[src/rtl/registra_tiro_if.sv]
// registra_tiro_if
// Memory-side bus between the shot writer and the two per-player ship memories.
//   mem_addr     entry address (0..N_NAVIOS-1)
//   mem_wdata    write data, valid while mem_we is high
//   mem_we       one-cycle write strobe
//   jogador_out  selects which player's memory is accessed
//   mem_rdata    registered read data, valid one cycle after mem_addr
// master: the shot writer; slave: the memory (or its model).
interface registra_tiro_if;
   logic [4:0]  mem_addr;
   logic [63:0] mem_wdata;
   logic        mem_we;
   logic        jogador_out;
   logic [63:0] mem_rdata;

   modport master (
      output mem_addr,
      output mem_wdata,
      output mem_we,
      output jogador_out,
      input  mem_rdata
   );

   modport slave (
      input  mem_addr,
      input  mem_wdata,
      input  mem_we,
      input  jogador_out,
      output mem_rdata
   );
endinterface

[src/rtl/registra_tiro.sv]
// registra_tiro
// Applies one shot to the opponent's ship memory: scans the ship entries in
// address order, clears every cell slot equal to {linha, coluna} in the first
// matching entry (read-modify-write) and reports hit / sunk / miss / invalid.
// Ports:
//   clk, reset           clock; synchronous active-low reset
//   start                one-cycle request, only looked at while idle
//   jogador_in           shooting player (0 = P1, 1 = P2)
//   linha, coluna        target cell, legal 1..MAX_COORD
//   mem                  memory bus (registra_tiro_if.master)
//   busy, done           scan in progress / one-cycle completion pulse
//   acerto, afundou      hit / hit that emptied the ship
//   invalido             coordinate out of range, no memory access made
//   navio_addr           entry that was hit
//   tiros_p1, tiros_p2   valid-shot counters, saturating at 100
// Optional feature: define TIRO_ESTATISTICA_EN to build the shot counters;
// without it both counters read as zero.
module registra_tiro #(
   parameter int N_NAVIOS  = 11,
   parameter int MAX_COORD = 10
) (
   input  logic                 clk,
   input  logic                 reset,
   input  logic                 start,
   input  logic                 jogador_in,
   input  logic [3:0]           linha,
   input  logic [3:0]           coluna,
   registra_tiro_if.master      mem,
   output logic                 busy,
   output logic                 done,
   output logic                 acerto,
   output logic                 afundou,
   output logic                 invalido,
   output logic [4:0]           navio_addr,
   output logic [6:0]           tiros_p1,
   output logic [6:0]           tiros_p2
);

   localparam logic [2:0] IDLE     = 3'd0;
   localparam logic [2:0] ENDERECO = 3'd1;
   localparam logic [2:0] DADO     = 3'd2;
   localparam logic [2:0] ESCRITA  = 3'd3;
   localparam logic [2:0] FIM      = 3'd4;

   localparam logic [4:0] ULTIMO   = 5'(N_NAVIOS - 1);
   localparam logic [3:0] COORD_MAX = 4'(MAX_COORD);

   logic [2:0]  state_r;
   logic [3:0]  linha_r;
   logic [3:0]  coluna_r;
   logic        jog_r;
   logic [4:0]  addr_r;
   logic [63:0] wdata_r;
   logic        we_r;
   logic        busy_r;
   logic        done_r;
   logic        acerto_r;
   logic        afundou_r;
   logic        invalido_r;
   logic [4:0]  navio_r;

   logic [63:0] novo_s;
   logic        casou_s;
   logic        coord_invalida_s;

   // Zero every cell slot in [42:3] that equals the target cell.
   function automatic logic [63:0] limpa_slots(input logic [63:0] dado,
                                               input logic [7:0]  alvo);
      logic [63:0] res;
      res = dado;
      for (int k = 0; k < 5; k++) begin
         res[3 + 8*k +: 8] = (dado[3 + 8*k +: 8] == alvo) ? 8'h00 : dado[3 + 8*k +: 8];
      end
      return res;
   endfunction

   // Slot compare on the current read data and range check of the new request.
   always_comb begin
      novo_s  = limpa_slots(mem.mem_rdata, {linha_r, coluna_r});
      // A legal target is never 8'h00, so any change means at least one slot matched.
      casou_s = (novo_s != mem.mem_rdata);
      coord_invalida_s = (linha == 4'd0) || (linha > COORD_MAX) ||
                         (coluna == 4'd0) || (coluna > COORD_MAX);
   end

   // Scan FSM with all registered outputs.
   always_ff @(posedge clk) begin
      if (!reset) begin
         state_r    <= IDLE;
         linha_r    <= 4'd0;
         coluna_r   <= 4'd0;
         jog_r      <= 1'b0;
         addr_r     <= 5'd0;
         wdata_r    <= 64'd0;
         we_r       <= 1'b0;
         busy_r     <= 1'b0;
         done_r     <= 1'b0;
         acerto_r   <= 1'b0;
         afundou_r  <= 1'b0;
         invalido_r <= 1'b0;
         navio_r    <= 5'd0;
      end else begin
         case (state_r)
            IDLE: begin
               done_r <= 1'b0;
               // The done cycle of a miss/invalid shot is spent here; start waits one more cycle.
               if (start && !done_r) begin
                  linha_r   <= linha;
                  coluna_r  <= coluna;
                  jog_r     <= !jogador_in;
                  acerto_r  <= 1'b0;
                  afundou_r <= 1'b0;
                  navio_r   <= 5'd0;
                  busy_r    <= 1'b1;
                  if (coord_invalida_s) begin
                     invalido_r <= 1'b1;
                     state_r    <= FIM;
                  end else begin
                     invalido_r <= 1'b0;
                     addr_r     <= 5'd0;
                     state_r    <= ENDERECO;
                  end
               end else begin
                  state_r <= IDLE;
               end
            end
            ENDERECO: begin
               state_r <= DADO;
            end
            DADO: begin
               if (casou_s) begin
                  wdata_r   <= novo_s;
                  we_r      <= 1'b1;
                  acerto_r  <= 1'b1;
                  navio_r   <= addr_r;
                  afundou_r <= (novo_s[42:3] == 40'd0);
                  state_r   <= ESCRITA;
               end else if (addr_r == ULTIMO) begin
                  state_r <= FIM;
               end else begin
                  addr_r  <= addr_r + 5'd1;
                  state_r <= ENDERECO;
               end
            end
            ESCRITA: begin
               // Completion is signalled together with the end of the write strobe.
               we_r    <= 1'b0;
               done_r  <= 1'b1;
               busy_r  <= 1'b0;
               state_r <= FIM;
            end
            FIM: begin
               // Coming from ESCRITA the pulse is already out; otherwise raise it now.
               if (done_r) begin
                  done_r <= 1'b0;
               end else begin
                  done_r <= 1'b1;
                  busy_r <= 1'b0;
               end
               state_r <= IDLE;
            end
            default: begin
               state_r <= IDLE;
            end
         endcase
      end
   end

   assign mem.mem_addr    = addr_r;
   assign mem.mem_wdata   = wdata_r;
   assign mem.mem_we      = we_r;
   assign mem.jogador_out = jog_r;
   assign busy            = busy_r;
   assign done            = done_r;
   assign acerto          = acerto_r;
   assign afundou         = afundou_r;
   assign invalido        = invalido_r;
   assign navio_addr      = navio_r;

`ifdef TIRO_ESTATISTICA_EN
   logic [6:0] tiros_p1_r;
   logic [6:0] tiros_p2_r;
   logic       conta_s;

   // A valid shot completes on the edge that raises done.
   always_comb begin
      conta_s = ((state_r == ESCRITA) || ((state_r == FIM) && !done_r)) && !invalido_r;
   end

   // Saturating per-player valid-shot counters (jog_r high means P1 fired).
   always_ff @(posedge clk) begin
      if (!reset) begin
         tiros_p1_r <= 7'd0;
         tiros_p2_r <= 7'd0;
      end else if (conta_s) begin
         if (jog_r) begin
            tiros_p1_r <= (tiros_p1_r == 7'd100) ? tiros_p1_r : tiros_p1_r + 7'd1;
         end else begin
            tiros_p2_r <= (tiros_p2_r == 7'd100) ? tiros_p2_r : tiros_p2_r + 7'd1;
         end
      end else begin
         tiros_p1_r <= tiros_p1_r;
         tiros_p2_r <= tiros_p2_r;
      end
   end

   assign tiros_p1 = tiros_p1_r;
   assign tiros_p2 = tiros_p2_r;
`else
   assign tiros_p1 = 7'd0;
   assign tiros_p2 = 7'd0;
`endif

endmodule

[src/flat_wrapper.sv]
// flat-port wrapper written by rule: the top's interface ports become plain ports
module registra_tiro_flat 
#(
   parameter int N_NAVIOS  = 11,
   parameter int MAX_COORD = 10
)
  (clk, reset, start, jogador_in, linha, coluna, busy, done, acerto, afundou, invalido, navio_addr, tiros_p1, tiros_p2, mem_mem_addr, mem_mem_wdata, mem_mem_we, mem_jogador_out, mem_mem_rdata);
  registra_tiro_if mem_i ();
  input  logic clk;
  input  logic reset;
  input  logic start;
  input  logic jogador_in;
  input  logic [3:0] linha;
  input  logic [3:0] coluna;
  output logic busy;
  output logic done;
  output logic acerto;
  output logic afundou;
  output logic invalido;
  output logic [4:0] navio_addr;
  output logic [6:0] tiros_p1;
  output logic [6:0] tiros_p2;
  output wire logic [$bits(mem_i.mem_addr)-1:0] mem_mem_addr;
  output wire logic [$bits(mem_i.mem_wdata)-1:0] mem_mem_wdata;
  output wire logic [$bits(mem_i.mem_we)-1:0] mem_mem_we;
  output wire logic [$bits(mem_i.jogador_out)-1:0] mem_jogador_out;
  input wire logic [$bits(mem_i.mem_rdata)-1:0] mem_mem_rdata;
  assign mem_mem_addr = mem_i.mem_addr;
  assign mem_mem_wdata = mem_i.mem_wdata;
  assign mem_mem_we = mem_i.mem_we;
  assign mem_jogador_out = mem_i.jogador_out;
  assign mem_i.mem_rdata = mem_mem_rdata;
  registra_tiro #(.N_NAVIOS(N_NAVIOS), .MAX_COORD(MAX_COORD)) u_core (.clk(clk), .reset(reset), .start(start), .jogador_in(jogador_in), .linha(linha), .coluna(coluna), .mem(mem_i), .busy(busy), .done(done), .acerto(acerto), .afundou(afundou), .invalido(invalido), .navio_addr(navio_addr), .tiros_p1(tiros_p1), .tiros_p2(tiros_p2));
endmodule
[config.mk]
export PLATFORM = sky130hd
export DESIGN_NAME = registra_tiro_flat
export DESIGN_NICKNAME = d
export VERILOG_FILES = /design/src/rtl/registra_tiro_if.sv /design/src/rtl/registra_tiro.sv /design/src/flat_wrapper.sv
export SDC_FILE = /design/constraint.sdc
export NUM_CORES = 1
export LEC_CHECK = 0
export CAP_MARGIN = 10
export CORE_ASPECT_RATIO = 1.75
export CORE_MARGIN = 2
export CORE_UTILIZATION = 45
export CTS_BUF_LIST = sky130_fd_sc_hd__clkbuf_8 sky130_fd_sc_hd__clkbuf_16
export DETAILED_ROUTE_END_ITERATION = 10
export PLACE_DENSITY = 0.81
export RECOVER_POWER = 100
export REMOVE_ABC_BUFFERS = 1
export SETUP_SLACK_MARGIN = 0.05
export SLEW_MARGIN = 25
export SYNTH_ARGS = -nofsm -noshare
export SYNTH_HDL_FRONTEND = slang
export SYNTH_SLANG_ARGS = --single-unit
[constraint.sdc]
create_clock -name clk -period 2.65 [get_ports clk]
set_input_delay 0.265 -clock clk [delete_from_list [all_inputs] [get_ports clk]]
set_output_delay 0.265 -clock clk [all_outputs]
set_load 0.01 [all_outputs]
After elaboration in Yosys (flattened, before gate mapping)
Index checks and enable logic that the tools add are counted.
W data, S select, Z words.

storage, ports and cells
  input port bits = 76
  bits in registers = 92

operators by class
  equal/unequal tests = 17
  order comparisons = 2
  reductions and logical operators = 19
  add/sub/neg operators = 1
  mux-type cells = 30

operator list
  cell                   count
  $eq A8 B8 Y1           5
  $logic_not A40 Y1      1
  $mux W8                5
  $ne A40 B40 Y1         1
  $mux W5                6
  $pmux W5 S2            2
  $mux W3                4
  $pmux W3 S4            1
  $gt A4 B4 Y1 const B   2
  $logic_not A4 Y1       2
  $ne A2 B2 Y1 const B   4
  $mux W1                7
  $eq A3 B2 Y1 const B   2
  $pmux W1 S2            3
  $pmux W1 S3            2
  $reduce_and A2 Y1      3
  $reduce_and A3 Y1      2
  $add A5 B1 Y5 const B  1
  $eq A5 B4 Y1 const B   1
  $reduce_and A5 Y1      1
  $ne A2 B1 Y1 const B   2
  $reduce_bool A2 Y1     2
  $eq A3 B1 Y1 const B   1
  $eq A3 B3 Y1 const B   1
  5 further kinds        8

Depth between registers and ports, before layout
  word-level depth = 7
  depth in mapped cells = 10
  mapped depth without buffers = 6

Least setup slack after synthesis
Ideal clock, no wire load.

  kind = input to register
  start = input mem_mem_rdata[39]
  end = register u_core.addr_r[3], in the netlist u_core.mem.mem_addr[3]
  path buffers = 2
  stages on the path = 8
  path slack = 470 ps
  library setup time = 70 ps
  required time = 2580 ps
  arrival time = 2110 ps
  cell sequence = or4_1 -> nor2_1 -> and3b_1 -> or2_1 -> buf_6 -> buf_6 -> or4_1 -> a21boi_1

between the ends
  cells in the longest elaborated chain, start to end = 5

ends and longest elaborated chain
  element                          line                  source
  start, declared                  flat_wrapper.sv:27    input wire logic [$bits(mem_i.mem_rdata)-1:0] mem_mem_rdata;
  $eq A8 B8 Y1                     registra_tiro.sv:72   res[3 + 8*k +: 8] = (dado[3 + 8*k +: 8] == alvo) ? 8'h00 : dado[3 + 8*k +: 8];
  $mux W8                          registra_tiro.sv:72
  $ne A40 B40 Y1 (*)               registra_tiro.sv:81   casou_s = (novo_s != mem.mem_rdata);
  $ne A2 B2 Y1 (no line) (*)       n/a
  $reduce_and A5 Y1 (no line) (*)  n/a
  end signal, assigned             registra_tiro.sv:141  addr_r <= addr_r + 5'd1;
  end, declared                    registra_tiro.sv:52   logic [4:0] addr_r;

Every way passes the cells marked *; elsewhere a longest branch is shown, timed or not.
A chain may end at the register's enable or synchronous reset.

Worst setup path after layout
  start = input mem_mem_rdata[3]
  end = register u_core.wdata_r[26], in the netlist u_core.mem.mem_wdata[26]

between the ends
  cells in the longest elaborated chain, start to end = 4

ends and longest elaborated chain
  element                          line                  source
  $eq A8 B8 Y1                     registra_tiro.sv:72
  $mux W8                          registra_tiro.sv:72
  $ne A40 B40 Y1 (*)               registra_tiro.sv:81
  $reduce_and A2 Y1 (no line) (*)  n/a
  end signal, assigned             registra_tiro.sv:132  wdata_r <= novo_s;
  end, declared                    registra_tiro.sv:53   logic [63:0] wdata_r;

Marked as above.

==> flow_summary_export.csv <==
group,metric,value,unit
outcome,outcome,"completed",
place,post-dp-hpwl,10600,um
worst_setup_path,reg2reg_from,"u_core.linha_r[3]",
sta,rsz0062_at_grt,"no",
routing,wl_per_cell,17.4,um
global_routing,grt-ovfl-total,0,
worst_setup_path,path_class,"input pin to flop",
pwr,combPwrFrac,13.8,%
synth,synth-warning-count,0,
clock_tree,ctsHtreeMaxLevel,3,
synth,synth_cells,551,
synth,synth.distinct_cells,43,
global_routing,grt_pass1_vias,4616,
finish,area_growth_syn_to_layout,42.7,%
pwr,clkPwrFrac,39.3,%
floorplan,die_width,81.0,um
synth,synth_area,4660,um2
routing,ant_nets,0,
synth,synth_flop_cell,"dfxtp_1",
routing,drt_iter0_drc,402,
global_routing,grt_max_degree,80,
finish,antenna_cells,0,
floorplan,dieHeight,139,um
sta,hold_violations,0,
worst_setup_path,worstPathArrival,2800,ps
sta,clock_skew,3.80,ps
synth,syn_area_per_cell,8.47,um2
synth,ys_seq_area_share,39.5,%
routing,dr.pass1.iters,5,
synth,synthArstFlopShare,0,%
worst_setup_path,crit_fanout,41,
worst_setup_path,cp-start-kind,"input pin",
clock_tree,insertion_delay,340,ps
worst_setup_path,ff2ff_path_depth,7,
worst_setup_path,startpoint,"mem_mem_rdata[3]",
synth,synth-edff-count,0,
pwr,power.density,469,nW/um2
floorplan,fp.dieArea,11200,um2
pwr,irDropWorstVdd,0.000306,V
routing,avgViaCountPerCell,5.88,
floorplan,initial_utilization,45.8,%
sta,timing.fmax,0.397,GHz
sta,worstMarginPinSlew,757,ps
clock_tree,cts.clk_slew.worst_paths,70,ps
place,gp_congestion,0.958,
routing,totalWireLength,14400,um
sta,finalCritPeriodShare,95.0,%
sta,fin_hold_ws,457,ps
routing,top_layer,"met4",
place,dp.cells,814,
routing,wl_met2,7640,um
routing,via_count,4882,
pwr,p_sw,0.831,mW
clock_tree,clockBufferDepth,2,
global_routing,grt_usage,25.3,%
worst_setup_path,r2r_slack,190,ps
sta,tns,0,ps
sta,final_max_slew_viol_count,0,
worst_setup_path,worst_ep_required_time,2930,ps
floorplan,num_rows,49,
synth,synth_seq_cells,92,
finish,layout.cells.non_filler,830,
worst_setup_path,reg2reg_to,"u_core.mem.mem_wdata[26]",
flow_run,max-cap-violations,0,
sta,layout_setup_ws,132,ps
clock_tree,holdBufCountCts,0,
routing,wl_met1,5160,um
routing,route.detailed.drc,0,
clock_tree,cts_setup_buffers,0,
pwr,leakage,2.66,nW
clock_tree,cts.sinks,92,
global_routing,antenna_found_initial,0,
sta,finalSetupViolations,0,
floorplan,io_pins,171,
sta,slew_headroom,49.5,%
clock_tree,cts_made_buffers,9,
clock_tree,cts_tree,"built",
finish,stdcell_area,6660,um2
place,io_buffer_count,156,
routing,routed-wl-met3,1030,um
worst_setup_path,endpoint_kind,"flop",
pwr,p_seq_share,46.9,%
place,dp_slack,-223,ps
global_routing,grt_pass1_wl,22600,um
floorplan,coreArea,10200,um2
pwr,p_int,2.29,mW
sta,finalCriticalPeriod,2520,ps
finish,fin_nets,776,
finish,final_layout_size_suffix_gt1_share,8.25,%
min_path,hp-class,"input pin to flop",
pwr,switching_share,26.7,%
worst_setup_path,cp-endpoint,"u_core.mem.mem_wdata[26]",
place,placed_area,6370,um2
clock_tree,cts_root_buf,"clkbuf_16",
[critical path, stage by stage]
cell and delay (ps):
clkdlybuf4s50_1 440, or4_1 540, nor2_1 190, nor3_1 110, a221o_2 390, o21ai_2 160, clkbuf_4 440, a32o_1 230
[how the worst min path moves through the flow]
stage,from,endpoint,slack (ps),depth (start not counted)
CTS,reset,u_core.busy,440,4
global placement,u_core.acerto,u_core.acerto,450,2
finish,reset,u_core.busy,460,4
floorplan,jogador_in,u_core.mem.jogador_out,360,1
detailed placement,u_core.acerto,u_core.acerto,460,2
global route,reset,u_core.busy,470,4
[cell usage after synthesis, drive strengths merged, types with 2 or more instances]
library cell  count  area share [%]
dfxtp            92              39
nand2            83             6.7
a32o             40             8.6
nor2             37             3.0
a21oi            34             3.6
clkbuf           33             2.7
xnor2            32             6.0
buf              31             4.3
o311ai           29             5.4
and3             26             3.5
nand4            12             1.6
or4              11             1.8
nor4              9             1.2
a211oi            8             1.3
nand3             8            0.86
xor2              8             1.5
nor3              7            0.75
inv               6            0.48
a32oi             5            0.94
a31oi             4            0.54
nand2b            4            0.54
o21ai             4            0.43
mux2i             3            0.64
o22ai             3            0.40
o31ai             3            0.48
a21boi            2            0.32
a21o              2            0.32
ha                2            0.54
nand3b            2            0.32
nor3b             2            0.32
[layout by cell type, fill, tap and decap left out, drive strengths merged, types with 9 or more instances in the layout]
cell type	instances
clkbuf	11
clkdlybuf4s50	73
buf	30
or4	11
a21oi	34
dfxtp	92
inv	9
conb	14
and3	26
nor4	9
nand2	83
dlygate4sd3	82
a32o	40
o311ai	29
nor2	37
nand4	12
xnor2	32
[cell families (layout without fill, tap and decap cells)]
kind of cell | after synthesis | after routing | synth area share (%)
adders and majority gates | 2 | 2 | 0.536
other | 1 | 14 | 0.0804
muxes | 3 | 3 | 0.644
buffers and inverters | 70 | 209 | 7.43
DFF | 92 | 92 | 39.5
and+or+nand+nor | 205 | 205 | 21.2
xor gates and xnor gates | 40 | 40 | 7.51
AOI/OAI and AO/OA | 138 | 138 | 23.1
[metrics by stage]
step                power [mW]  utilization [%]
global placement          1.92             62.6
floorplan                 1.65                -
finish                    3.12             65.4
detailed placement        1.93             62.6
global route              3.23             65.4
CTS                       3.14             65.4
[power by group through the flow]
| stage | registers (mW) | logic (mW) | clock network (mW) |
|---|---|---|---|
| 6_report | 1.46 | 0.431 | 1.23 |
| 5_1_grt | 1.46 | 0.468 | 1.30 |
| 4_1_cts | 1.46 | 0.438 | 1.24 |
| 3_5_place_dp | 1.49 | 0.434 | 0 |
| 3_3_place_gp | 1.49 | 0.424 | 0 |
| 2_1_floorplan | 1.48 | 0.169 | 0 |
[registers in the layout, indices dropped and copies added (netlist names)]
signal	flops
u_core.acerto	1
u_core.mem.mem_addr	5
u_core.done	1
u_core.navio_addr	5
u_core.state_r	3
u_core.coluna_r	4
u_core.mem.jogador_out	1
u_core.busy	1
u_core.afundou	1
u_core.linha_r	4
u_core.invalido	1
u_core.mem.mem_we	1
u_core.mem.mem_wdata	64
[repair_timing]
item                                    4_1_cts  5_1_grt
endpoints found under the setup margin        9       17
resized for setup                             1        3
gates cloned                                  0        0
[per-layer routing]
metal | global-route usage, % | vias to the layer above
met1 | 27.3 | 2303
met2 | 44.9 | 220
met3 | 6.12 | 45
met4 | 12.1 | 0
met5 | 0 | -
li1 | - | 2314
[area by class of cell]
| type | instances | area (um2) |
|---|---|---|
| multi-input combinational | 402 | 2570 |
| tap | 127 | 159 |
| timing repair buffer | 187 | 1780 |
| clock buffer | 9 | 225 |
| fill | 865 | 3520 |
| sequential | 92 | 1840 |
| clock inverter | 7 | 58.8 |
| inverter | 6 | 22.5 |
Note: power is estimated with default switching activity, not from simulation.
